## src/rtl/hazard_pkg.sv

```systemverilog
// Shared encodings for the hazard/forwarding unit: operand select codes and
// the bubble FSM states.
package hazard_pkg;

  localparam logic [1:0] FWD_RF  = 2'b00;
  localparam logic [1:0] FWD_MEM = 2'b10;
  localparam logic [1:0] FWD_WB  = 2'b01;

  typedef enum logic [1:0] {
    ST_IDLE    = 2'd0,
    ST_BUBBLE  = 2'd1,
    ST_MEMWAIT = 2'd2
  } hz_state_e;

endpackage

```

## src/rtl/fwd_match.sv

```systemverilog
// Forwarding select for one source operand against a newer and an older
// producer; the newer producer wins, x0 is never forwarded.
module fwd_match
  import hazard_pkg::*;
#(
  parameter int REG_AW = 5
) (
  input  logic [REG_AW-1:0] rs,
  input  logic [REG_AW-1:0] new_rd,
  input  logic              new_we,
  input  logic [REG_AW-1:0] old_rd,
  input  logic              old_we,
  output logic [1:0]        sel
);

  always_comb begin
    sel = FWD_RF;
    if (new_we && (new_rd != '0) && (new_rd == rs)) begin
      sel = FWD_MEM;
    end else if (old_we && (old_rd != '0) && (old_rd == rs)) begin
      sel = FWD_WB;
    end
  end

endmodule

```

## src/rtl/hazard_fwd_unit.sv

```systemverilog
// Forwarding selects, load-use / branch-dependency bubble FSM, memory-wait
// freeze and saturating hazard counters for the 5-stage core.
module hazard_fwd_unit
  import hazard_pkg::*;
#(
  parameter int NUM_SRC = 2,
  parameter int REG_AW  = 5,
  parameter int CNT_W   = 16
) (
  input  logic                      clk,
  input  logic                      rst_n,
  input  logic [NUM_SRC*REG_AW-1:0] id_rs,
  input  logic [NUM_SRC-1:0]        id_rs_used,
  input  logic                      id_branch,
  input  logic [NUM_SRC*REG_AW-1:0] ex_rs,
  input  logic [REG_AW-1:0]         ex_rd,
  input  logic                      ex_regwrite,
  input  logic                      ex_memread,
  input  logic [REG_AW-1:0]         mem_rd,
  input  logic                      mem_regwrite,
  input  logic                      mem_memread,
  input  logic [REG_AW-1:0]         wb_rd,
  input  logic                      wb_regwrite,
  input  logic                      dmem_stall,
  input  logic                      cnt_clr,
  output logic [NUM_SRC*2-1:0]      ex_fwd_sel,
  output logic [NUM_SRC*2-1:0]      id_fwd_sel,
  output logic                      stall_pc,
  output logic                      stall_ifid,
  output logic                      bubble_idex,
  output logic                      freeze_all,
  output logic [CNT_W-1:0]          cnt_stall,
  output logic [CNT_W-1:0]          cnt_loaduse,
  output logic [1:0]                dbg_state
);

  localparam logic [CNT_W-1:0] CNT_MAX = {CNT_W{1'b1}};

  logic [1:0]         src_need [NUM_SRC];
  logic [NUM_SRC-1:0] src_load;
  logic [1:0]         need;
  logic               load_hit;

  for (genvar i = 0; i < NUM_SRC; i++) begin : g_src
    logic [REG_AW-1:0] rs_id;
    logic              ex_hit;
    logic              mem_hit;

    assign rs_id   = id_rs[i*REG_AW +: REG_AW];
    assign ex_hit  = ex_regwrite  && (ex_rd  != '0) && (ex_rd  == rs_id);
    assign mem_hit = mem_regwrite && (mem_rd != '0) && (mem_rd == rs_id);

    // A load still in EX needs two slots before a branch in ID can compare.
    assign src_need[i] = !id_rs_used[i]                       ? 2'd0 :
                         (ex_hit && ex_memread && id_branch)  ? 2'd2 :
                         (ex_hit && (ex_memread || id_branch)) ? 2'd1 :
                         (mem_hit && mem_memread && id_branch) ? 2'd1 : 2'd0;
    assign src_load[i] = id_rs_used[i] &&
                         ((ex_hit && ex_memread) || (mem_hit && mem_memread && id_branch));

    fwd_match #(.REG_AW(REG_AW)) u_ex_fwd (
      .rs     (ex_rs[i*REG_AW +: REG_AW]),
      .new_rd (mem_rd),
      .new_we (mem_regwrite),
      .old_rd (wb_rd),
      .old_we (wb_regwrite),
      .sel    (ex_fwd_sel[i*2 +: 2])
    );

    fwd_match #(.REG_AW(REG_AW)) u_id_fwd (
      .rs     (rs_id),
      .new_rd (mem_rd),
      .new_we (mem_regwrite),
      .old_rd (wb_rd),
      .old_we (wb_regwrite),
      .sel    (id_fwd_sel[i*2 +: 2])
    );
  end

  always_comb begin
    need = 2'd0;
    for (int i = 0; i < NUM_SRC; i++) begin
      if (src_need[i] > need) need = src_need[i];
    end
  end

  assign load_hit = |src_load;

  hz_state_e        state_q, state_d, eff_state;
  logic [1:0]       bub_left_q, bub_left_d;
  logic [CNT_W-1:0] cnt_stall_q, cnt_stall_d;
  logic [CNT_W-1:0] cnt_loaduse_q, cnt_loaduse_d;
  logic             bubble;
  logic             lu_entry;

  // Leaving MEMWAIT acts as the resumed state in the same cycle, so no dead
  // cycle appears between the freeze and the remaining bubbles.
  always_comb begin
    state_d    = state_q;
    bub_left_d = bub_left_q;
    bubble     = 1'b0;
    lu_entry   = 1'b0;
    eff_state  = state_q;
    if (state_q == ST_MEMWAIT) begin
      eff_state = (bub_left_q == 2'd0) ? ST_IDLE : ST_BUBBLE;
    end
    if (dmem_stall) begin
      state_d = ST_MEMWAIT;
    end else begin
      case (eff_state)
        ST_BUBBLE: begin
          bubble     = 1'b1;
          bub_left_d = bub_left_q - 2'd1;
          state_d    = (bub_left_q <= 2'd1) ? ST_IDLE : ST_BUBBLE;
        end
        default: begin
          state_d = ST_IDLE;
          if (need != 2'd0) begin
            bubble     = 1'b1;
            lu_entry   = load_hit;
            bub_left_d = need - 2'd1;
            state_d    = (need > 2'd1) ? ST_BUBBLE : ST_IDLE;
          end
        end
      endcase
    end
  end

  assign freeze_all  = rst_n & dmem_stall;
  assign bubble_idex = rst_n & bubble;
  assign stall_pc    = bubble_idex | freeze_all;
  assign stall_ifid  = stall_pc;

  always_comb begin
    cnt_stall_d   = cnt_stall_q;
    cnt_loaduse_d = cnt_loaduse_q;
    if (cnt_clr) begin
      cnt_stall_d   = '0;
      cnt_loaduse_d = '0;
    end else begin
      if (stall_pc && (cnt_stall_q != CNT_MAX)) cnt_stall_d = cnt_stall_q + CNT_W'(1);
      if (lu_entry && (cnt_loaduse_q != CNT_MAX)) cnt_loaduse_d = cnt_loaduse_q + CNT_W'(1);
    end
  end

  always_ff @(posedge clk or negedge rst_n) begin
    if (!rst_n) begin
      state_q       <= ST_IDLE;
      bub_left_q    <= 2'd0;
      cnt_stall_q   <= '0;
      cnt_loaduse_q <= '0;
    end else begin
      state_q       <= state_d;
      bub_left_q    <= bub_left_d;
      cnt_stall_q   <= cnt_stall_d;
      cnt_loaduse_q <= cnt_loaduse_d;
    end
  end

  assign cnt_stall   = cnt_stall_q;
  assign cnt_loaduse = cnt_loaduse_q;
  assign dbg_state   = state_q;

endmodule

```

## config.mk

```make
export PLATFORM = sky130hd
export DESIGN_NAME = hazard_fwd_unit
export DESIGN_NICKNAME = d
export VERILOG_FILES = /design/src/rtl/hazard_pkg.sv /design/src/rtl/fwd_match.sv /design/src/rtl/hazard_fwd_unit.sv
export SDC_FILE = /design/constraint.sdc
export NUM_CORES = 1
export LEC_CHECK = 0
export CAP_MARGIN = 20
export CORE_ASPECT_RATIO = 1.75
export CORE_MARGIN = 2
export CORE_UTILIZATION = 30
export DETAILED_ROUTE_END_ITERATION = 16
export PLACE_DENSITY = 0.59
export SETUP_SLACK_MARGIN = 0.4
export SYNTH_ARGS = -nofsm -noshare
export SYNTH_HDL_FRONTEND = slang
export SYNTH_SLANG_ARGS = --single-unit
```

## constraint.sdc

```tcl
create_clock -name clk -period 6.8 [get_ports clk]
set_clock_uncertainty 0.05 [all_clocks]
set_input_delay 1.02 -clock clk [delete_from_list [all_inputs] [get_ports clk]]
set_output_delay 1.02 -clock clk [all_outputs]
set_load 0.005 [all_outputs]
```

======== Word-level counts from Yosys, hierarchy flattened ========
Cells that the tools add are included.
storage, ports and cells
  input bits .............................. 47
  word-level logic and storage cells ...... 107
  bits in registers ....................... 36
  output and inout bits ................... 46
operators by class
  $add $sub $neg .......................... 4
  bitwise operators ....................... 4
  magnitude comparators ................... 4
  reductions and logical operators ........ 40
  equal/unequal tests ..................... 14
  mux-type cells .......................... 37
operator list
  cell                                                                              count
  16-bit two-way mux                                                                4
  5-bit == test                                                                     10
  16-bit by 1-bit adder with 16-bit output (second input constant)                  2
  16-bit != test (second input constant)                                            2
  2-bit two-way mux                                                                 14
  1-bit logical AND                                                                 27
  1-bit two-way mux                                                                 19
  5-bit nonzero test                                                                3
  2-bit nonzero test                                                                4
  2-bit by 1-bit greater-than comparator with 1-bit output (second input constant)  2
  2-bit by 1-bit subtractor with 2-bit output (second input constant)               2
  1-bit logical OR                                                                  3
  1-bit bitwise AND                                                                 2
  2-bit by 1-bit == test with 1-bit output (second input constant)                  1
  2-bit == test (second input constant)                                             1
  2-bit greater-than comparator                                                     1
  2-bit by 1-bit <= comparator with 1-bit output (second input constant)            1
  2-bit zero test                                                                   1
  2-bit AND reduction                                                               1
  2-bit OR reduction                                                                1
  1-bit NOT                                                                         1
  1-bit bitwise OR                                                                  1

======== Longest topological paths before layout ========
  word-level depth ........................ 22
  depth in mapped cells ................... 22
  mapped depth without buffers ............ 20

======== Cells and area by module ========
From an unflattened synthesis, not the netlist that was laid out.
second synthesis, totals
  cell total of the unflattened synthesis .. 344
  area total of the unflattened synthesis .. 3046.7 um^2
by module, submodules not included
  module           instances  area each (um^2)  cells each  seq. area each (um^2)
  hazard_fwd_unit  1          2441.1            264         900.9
  fwd_match        4          151.4             20          0.0

======== Worst setup path before layout ========
Ideal clock, no wire load.
  kind .................................... input to output
  from .................................... in mem_rd[2]
  to ...................................... out stall_pc
  slack ................................... 1476 ps
  required time ........................... 5730 ps
  path buffers ............................ 2
  stages .................................. 16
  arrival ................................. 4254 ps
  cells stage by stage .................... buf_2 > or4_4 > o211a_1 > a32oi_1 > nor2_1 > o21a_1 > ha_1 > nand2_1 > o21ai_0 > mux2_2 > o32a_1 > nand2_1 > ha_1 > inv_1 > o41a_1 > buf_4
on the way
  cells in the longest elaborated chain, start to end .. 19
  elaborated cells on any way between the ends .. 28
  classes of those cells .................. order compare (2); eq/ne (2); mux (13); bitwise (2); reduce/logical (9)
ends and longest elaborated chain
  what                                                      RTL line                source
  start, declared                                           hazard_fwd_unit.sv:19   input logic [REG_AW-1:0] mem_rd,
  5-bit nonzero test                                        hazard_fwd_unit.sv:51   assign mem_hit = mem_regwrite && (mem_rd != '0) && (mem_rd == rs_id);
  1-bit logical AND (2 in a row)                            hazard_fwd_unit.sv:51
  1-bit logical AND (2 in a row)                            hazard_fwd_unit.sv:57   (mem_hit && mem_memread && id_branch) ? 2'd1 : 2'd0;
  1-bit two-way mux                                         hazard_fwd_unit.sv:57
  1-bit two-way mux                                         hazard_fwd_unit.sv:56   (ex_hit && (ex_memread || id_branch)) ? 2'd1 :
  2-bit two-way mux                                         hazard_fwd_unit.sv:55   (ex_hit && ex_memread && id_branch) ? 2'd2 :
  2-bit two-way mux                                         hazard_fwd_unit.sv:54   assign src_need[i] = !id_rs_used[i] ? 2'd0 :
  2-bit by 1-bit greater-than comparator with 1-bit output  hazard_fwd_unit.sv:83   if (src_need[i] > need) need = src_need[i];
  2-bit two-way mux                                         hazard_fwd_unit.sv:83
  2-bit greater-than comparator                             hazard_fwd_unit.sv:83
  2-bit two-way mux *                                       hazard_fwd_unit.sv:83
  2-bit nonzero test *                                      hazard_fwd_unit.sv:118  if (need != 2'd0) begin
  1-bit two-way mux *                                       hazard_fwd_unit.sv:118
  1-bit two-way mux *                                       hazard_fwd_unit.sv:110  case (eff_state)
  1-bit two-way mux *                                       hazard_fwd_unit.sv:107  if (dmem_stall) begin
  1-bit bitwise AND *                                       hazard_fwd_unit.sv:130  assign bubble_idex = rst_n & bubble;
  1-bit bitwise OR *                                        hazard_fwd_unit.sv:131  assign stall_pc = bubble_idex | freeze_all;
  end, declared                                             hazard_fwd_unit.sv:28   output logic stall_pc,
Every way passes the cells marked *; elsewhere a longest branch is shown, timed or not.

======== Worst setup path in the final report ========
  from .................................... in id_rs[4]
  to ...................................... out stall_pc
on the way
  cells in the longest elaborated chain, start to end .. 18
  elaborated cells on any way between the ends .. 23
  classes of those cells .................. order compare (2); eq/ne (2); mux (9); bitwise (2); reduce/logical (8)
ends and longest elaborated chain
  what                                                      RTL line                source
  start, declared                                           hazard_fwd_unit.sv:12   input logic [NUM_SRC*REG_AW-1:0] id_rs,
  5-bit == test                                             hazard_fwd_unit.sv:51
  1-bit logical AND                                         hazard_fwd_unit.sv:51
  1-bit logical AND (2 in a row)                            hazard_fwd_unit.sv:57
  1-bit two-way mux                                         hazard_fwd_unit.sv:57
  1-bit two-way mux                                         hazard_fwd_unit.sv:56
  2-bit two-way mux *                                       hazard_fwd_unit.sv:55
  2-bit two-way mux *                                       hazard_fwd_unit.sv:54
  2-bit by 1-bit greater-than comparator with 1-bit output  hazard_fwd_unit.sv:83
  2-bit two-way mux *                                       hazard_fwd_unit.sv:83
  2-bit greater-than comparator                             hazard_fwd_unit.sv:83
  2-bit two-way mux *                                       hazard_fwd_unit.sv:83
  2-bit nonzero test *                                      hazard_fwd_unit.sv:118
  1-bit two-way mux *                                       hazard_fwd_unit.sv:118
  1-bit two-way mux *                                       hazard_fwd_unit.sv:110
  1-bit two-way mux *                                       hazard_fwd_unit.sv:107
  1-bit bitwise AND *                                       hazard_fwd_unit.sv:130
  1-bit bitwise OR *                                        hazard_fwd_unit.sv:131
Marked as above.

==> results.md <==
* Status: complete, no violations
* Clock slew seen by the registers of the worst setup and hold paths at 0.05 ns
* H-tree depth at 2
* Hold crit path type: flip-flop to flip-flop
* Combinational power share at 27.1%
* GP Congestion at 0.829
* Post-DR wirelength/cell at 16.5 um
* Headroom to the max-slew limit at 42.9%
* First-pass GRT wire length at 14700 um
* Layout area overhead at 39.8%
* DR vias/cell at 5.23
* Fillers at 989
* Post-synth EDFFs at 0
* Starting Density at 30.4%
* Routed WL at 9250 um
* Tot Pwr at 0.613 mW
* Drt drc at 0
* Cell Pwr Density at 147 mW/mm^2
* Worst EP arrival at 5.10 ns
* Crit Path Class: primary input to output pin
* Port bufs at 92
* CTS buffer count at 5
* Final std cells w/o fill at 560
* Cell taking the most area after synthesis: dfrtp_1
* Fin nets at 491
* Mapped cell area at 0.00298 mm^2
* Worst IR Drop VDD at 0.173 mV
* Sequential area share after synthesis at 30.3%
* Hpwl dp at 7140 um
* Num ports at 93
* Lkg Pwr at 1.57 nW
* Setup Viol. Count Final at 0
* GRT Overall Usage at 17.5%
* Final period util at 90.8%
* Ant. Diodes at 0
* Top-area cell type share of the netlist area at 30.3%
* CTS sink count at 36
* Synth top area cells: dfrtp_1, xor2_1, xnor2_1
* Shortest period the worst path allows at 6.17 ns
* Crit-path slowest cell: clkdlybuf4s50_1
* Die Y at 136 um
* Dominant synthesized flop cell: dfrtp_1
* Setup TNS at 0 ns
* Clock network power share at 35.1%
* DRT iter0 DRCs at 96
* Syn. warnings at 0
* Required @ worst endpoint at 5.73 ns
* Worst-path cell chain: clkdlybuf4s50_1 > xor2_1 > nor4_2 > nand4_1 > a32oi_1 > nor2_1 > o21a_1 > ha_1 > nand2_1 > o21ai_2 > mux2_2 > o32a_1 > nand2_1 > ha_1 > inv_1 > o41a_1 > clkdlybuf4s50_1
* Core box area at 0.00979 mm^2
* Crit Path Max Fanout at 5
* Syn_area_per_cell at 8.53 um^2
* Post-Synthesis Cells at 349
* Netlist cell types at 48
* Clk buf depth at 2
* Syn Nets at 405
* Number of max-cap violations at 0
* Switching power at 0.177 mW
* Post-route ant nets at 0
* Routed vias at 2929
* Fin. Hold Viols at 0
* Die area at 0.0108 mm^2
* Sw Share at 28.8%
* Flop and latch count out of synthesis at 36
* Fmax at 0.162 GHz
* CTS tree: done
* RSZ-0062 raised after global routing: no
* Max-slew violation count at 0
* # placed instances at 552
* Total gr overflow at 0
* Post-CTS Hold Fix Bufs at 0
* Number of global-route vias before repair at 2941
* Clk Tree Root Cell: clkbuf_16
* Iteration count of the initial detailed-routing pass at 4
* Async SR Flop Fraction at 100%
* Initial antenna violation count at 0
* Clock Latency Late Sink at 0.28 ns
* Largest net degree at the start of global routing at 40
* Final core occ at 42.5%
* Crit start category: primary input
* Internal power at 0.437 mW
* Slew at the pin closest to its max-slew limit at 0.856 ns
* DIE WIDTH at 79.3 um
* Fraction of layout cells with a size suffix above 1 at 6.67%
* Sequential share of power at 37.8%
* CP peak stage delay at 0.50 ns
* Cell Rows at 48
* CP Capture Type: output pin
per-stage QoR:
stage	setup WS, ns	instance area (um^2)	hold slack, ns
floorplan	1.48	2980	0.440
global placement	0.496	3990	0.479
detailed placement	0.320	3990	0.489
CTS	0.446	4130	0.503
global route	0.422	4160	0.538
finish	0.628	4160	0.511
layout by cell type, fill, tap and decap left out, types with 5 or more instances in the layout:
master            n
and2_1            5
buf_4             9
inv_1            15
clkdlybuf4s50_1  91
nor3_1            8
clkbuf_16         5
nand4_1           9
nor2b_1           8
xnor2_1          26
nand2_1          17
nor2_1           32
o31ai_1           6
ha_1              9
a21oi_1          12
or4_1            13
xor2_1           38
dfrtp_1          36
or3_1             8
nand3_1          13
nor4_1           19
o21ai_0           8
final timing paths:
path | from | endpoint | slack [ns] | depth (start not counted)
max | id_rs[4] | stall_pc | 0.63 | 17
min | bub_left_q[1] | dbg_state[0] | 0.51 | 2
max reg2reg | cnt_stall[3] | cnt_stall[13] | 4.30 | 7
min reg2reg | bub_left_q[1] | dbg_state[0] | 0.51 | 2
max in group asynchronous | rst_n | cnt_loaduse[7] | 5.36 | 1
min in group asynchronous | rst_n | cnt_stall[10] | 0.80 | 1
per-layer routing:
layer | wire length [um] | track usage, %
met1 | 3190 | 16.3
met2 | 5040 | 33.5
met3 | 548 | 3.67
met4 | 471 | 10.7
met5 | 0 | 0
cell families after synthesis:
group,count (synthesis),synth area share [%]
AND/OR/NAND/NOR,152,29.0
XOR/XNOR,64,18.8
AO/OA/AOI/OAI,42,8.91
buffers and inverters,37,5.93
flip-flops,36,30.3
multiplexers,9,3.28
adder cells (fa/ha/maj),9,3.78
critical path: cells and delay by family:
family                     cells  cell delay (ns)
and+or+nand+nor                5             0.75
buffers and inverters          3             1.03
muxes                          1             0.37
AOI/OAI and AO/OA              5             1.22
adders and majority gates      2             0.50
xor gates and xnor gates       1             0.21
what timing repair did:
item	4_1_cts	5_1_grt
setup buffers	0	1
resized for setup	1	5
hold endpoints to repair	0	0
endpoints found under the setup margin	2	3
pin swaps	0	0
layout make-up:
| class | instances | area [um^2] | share of cell area [%] |
|---|---|---|---|
| well taps | 125 | 156 | 3.76 |
| repair buffers | 101 | 983 | 23.6 |
| flip-flops and latches | 36 | 901 | 21.6 |
| inverters | 15 | 56.3 | 1.35 |
| clock inverters | 1 | 5.00 | 0.120 |
| multi-input cells | 276 | 1930 | 46.4 |
| clock buffers | 6 | 129 | 3.10 |
power by group through the flow:
stage / logic (mW) / clock network [mW] / registers, mW
detailed placement: 0.164 / 0 / 0.236
global route: 0.182 / 0.233 / 0.233
global placement: 0.161 / 0 / 0.235
CTS: 0.165 / 0.225 / 0.232
floorplan: 0.0885 / 0 / 0.234
finish: 0.166 / 0.215 / 0.232
flip-flops by register name, indices dropped and copies added (netlist names):
name,count
cnt_stall,16
cnt_loaduse,16
dbg_state,2
bub_left_q,2
synthesized netlist by cell type (3+ instances only):
| library cell | number |
|---|---|
| buf_6 | 3 |
| xor2_1 | 38 |
| a21oi_1 | 12 |
| nand4_1 | 9 |
| ha_1 | 9 |
| and3_1 | 3 |
| xnor2_1 | 26 |
| nand3_1 | 13 |
| or3_1 | 8 |
| nand2b_1 | 3 |
| mux2_2 | 3 |
| nor3_1 | 9 |
| mux2i_1 | 3 |
| and2_1 | 5 |
| nand2_1 | 17 |
| nor2_1 | 32 |
| nor4_1 | 21 |
| inv_1 | 15 |
| o21ai_0 | 9 |
| buf_4 | 3 |
| clkbuf_1 | 12 |
| buf_2 | 3 |
| or4_1 | 13 |
| nor2b_1 | 8 |
| dfrtp_1 | 36 |
| o31ai_1 | 7 |
| o22ai_1 | 3 |
| mux2_1 | 3 |
Power figures use the tool's default switching activity.
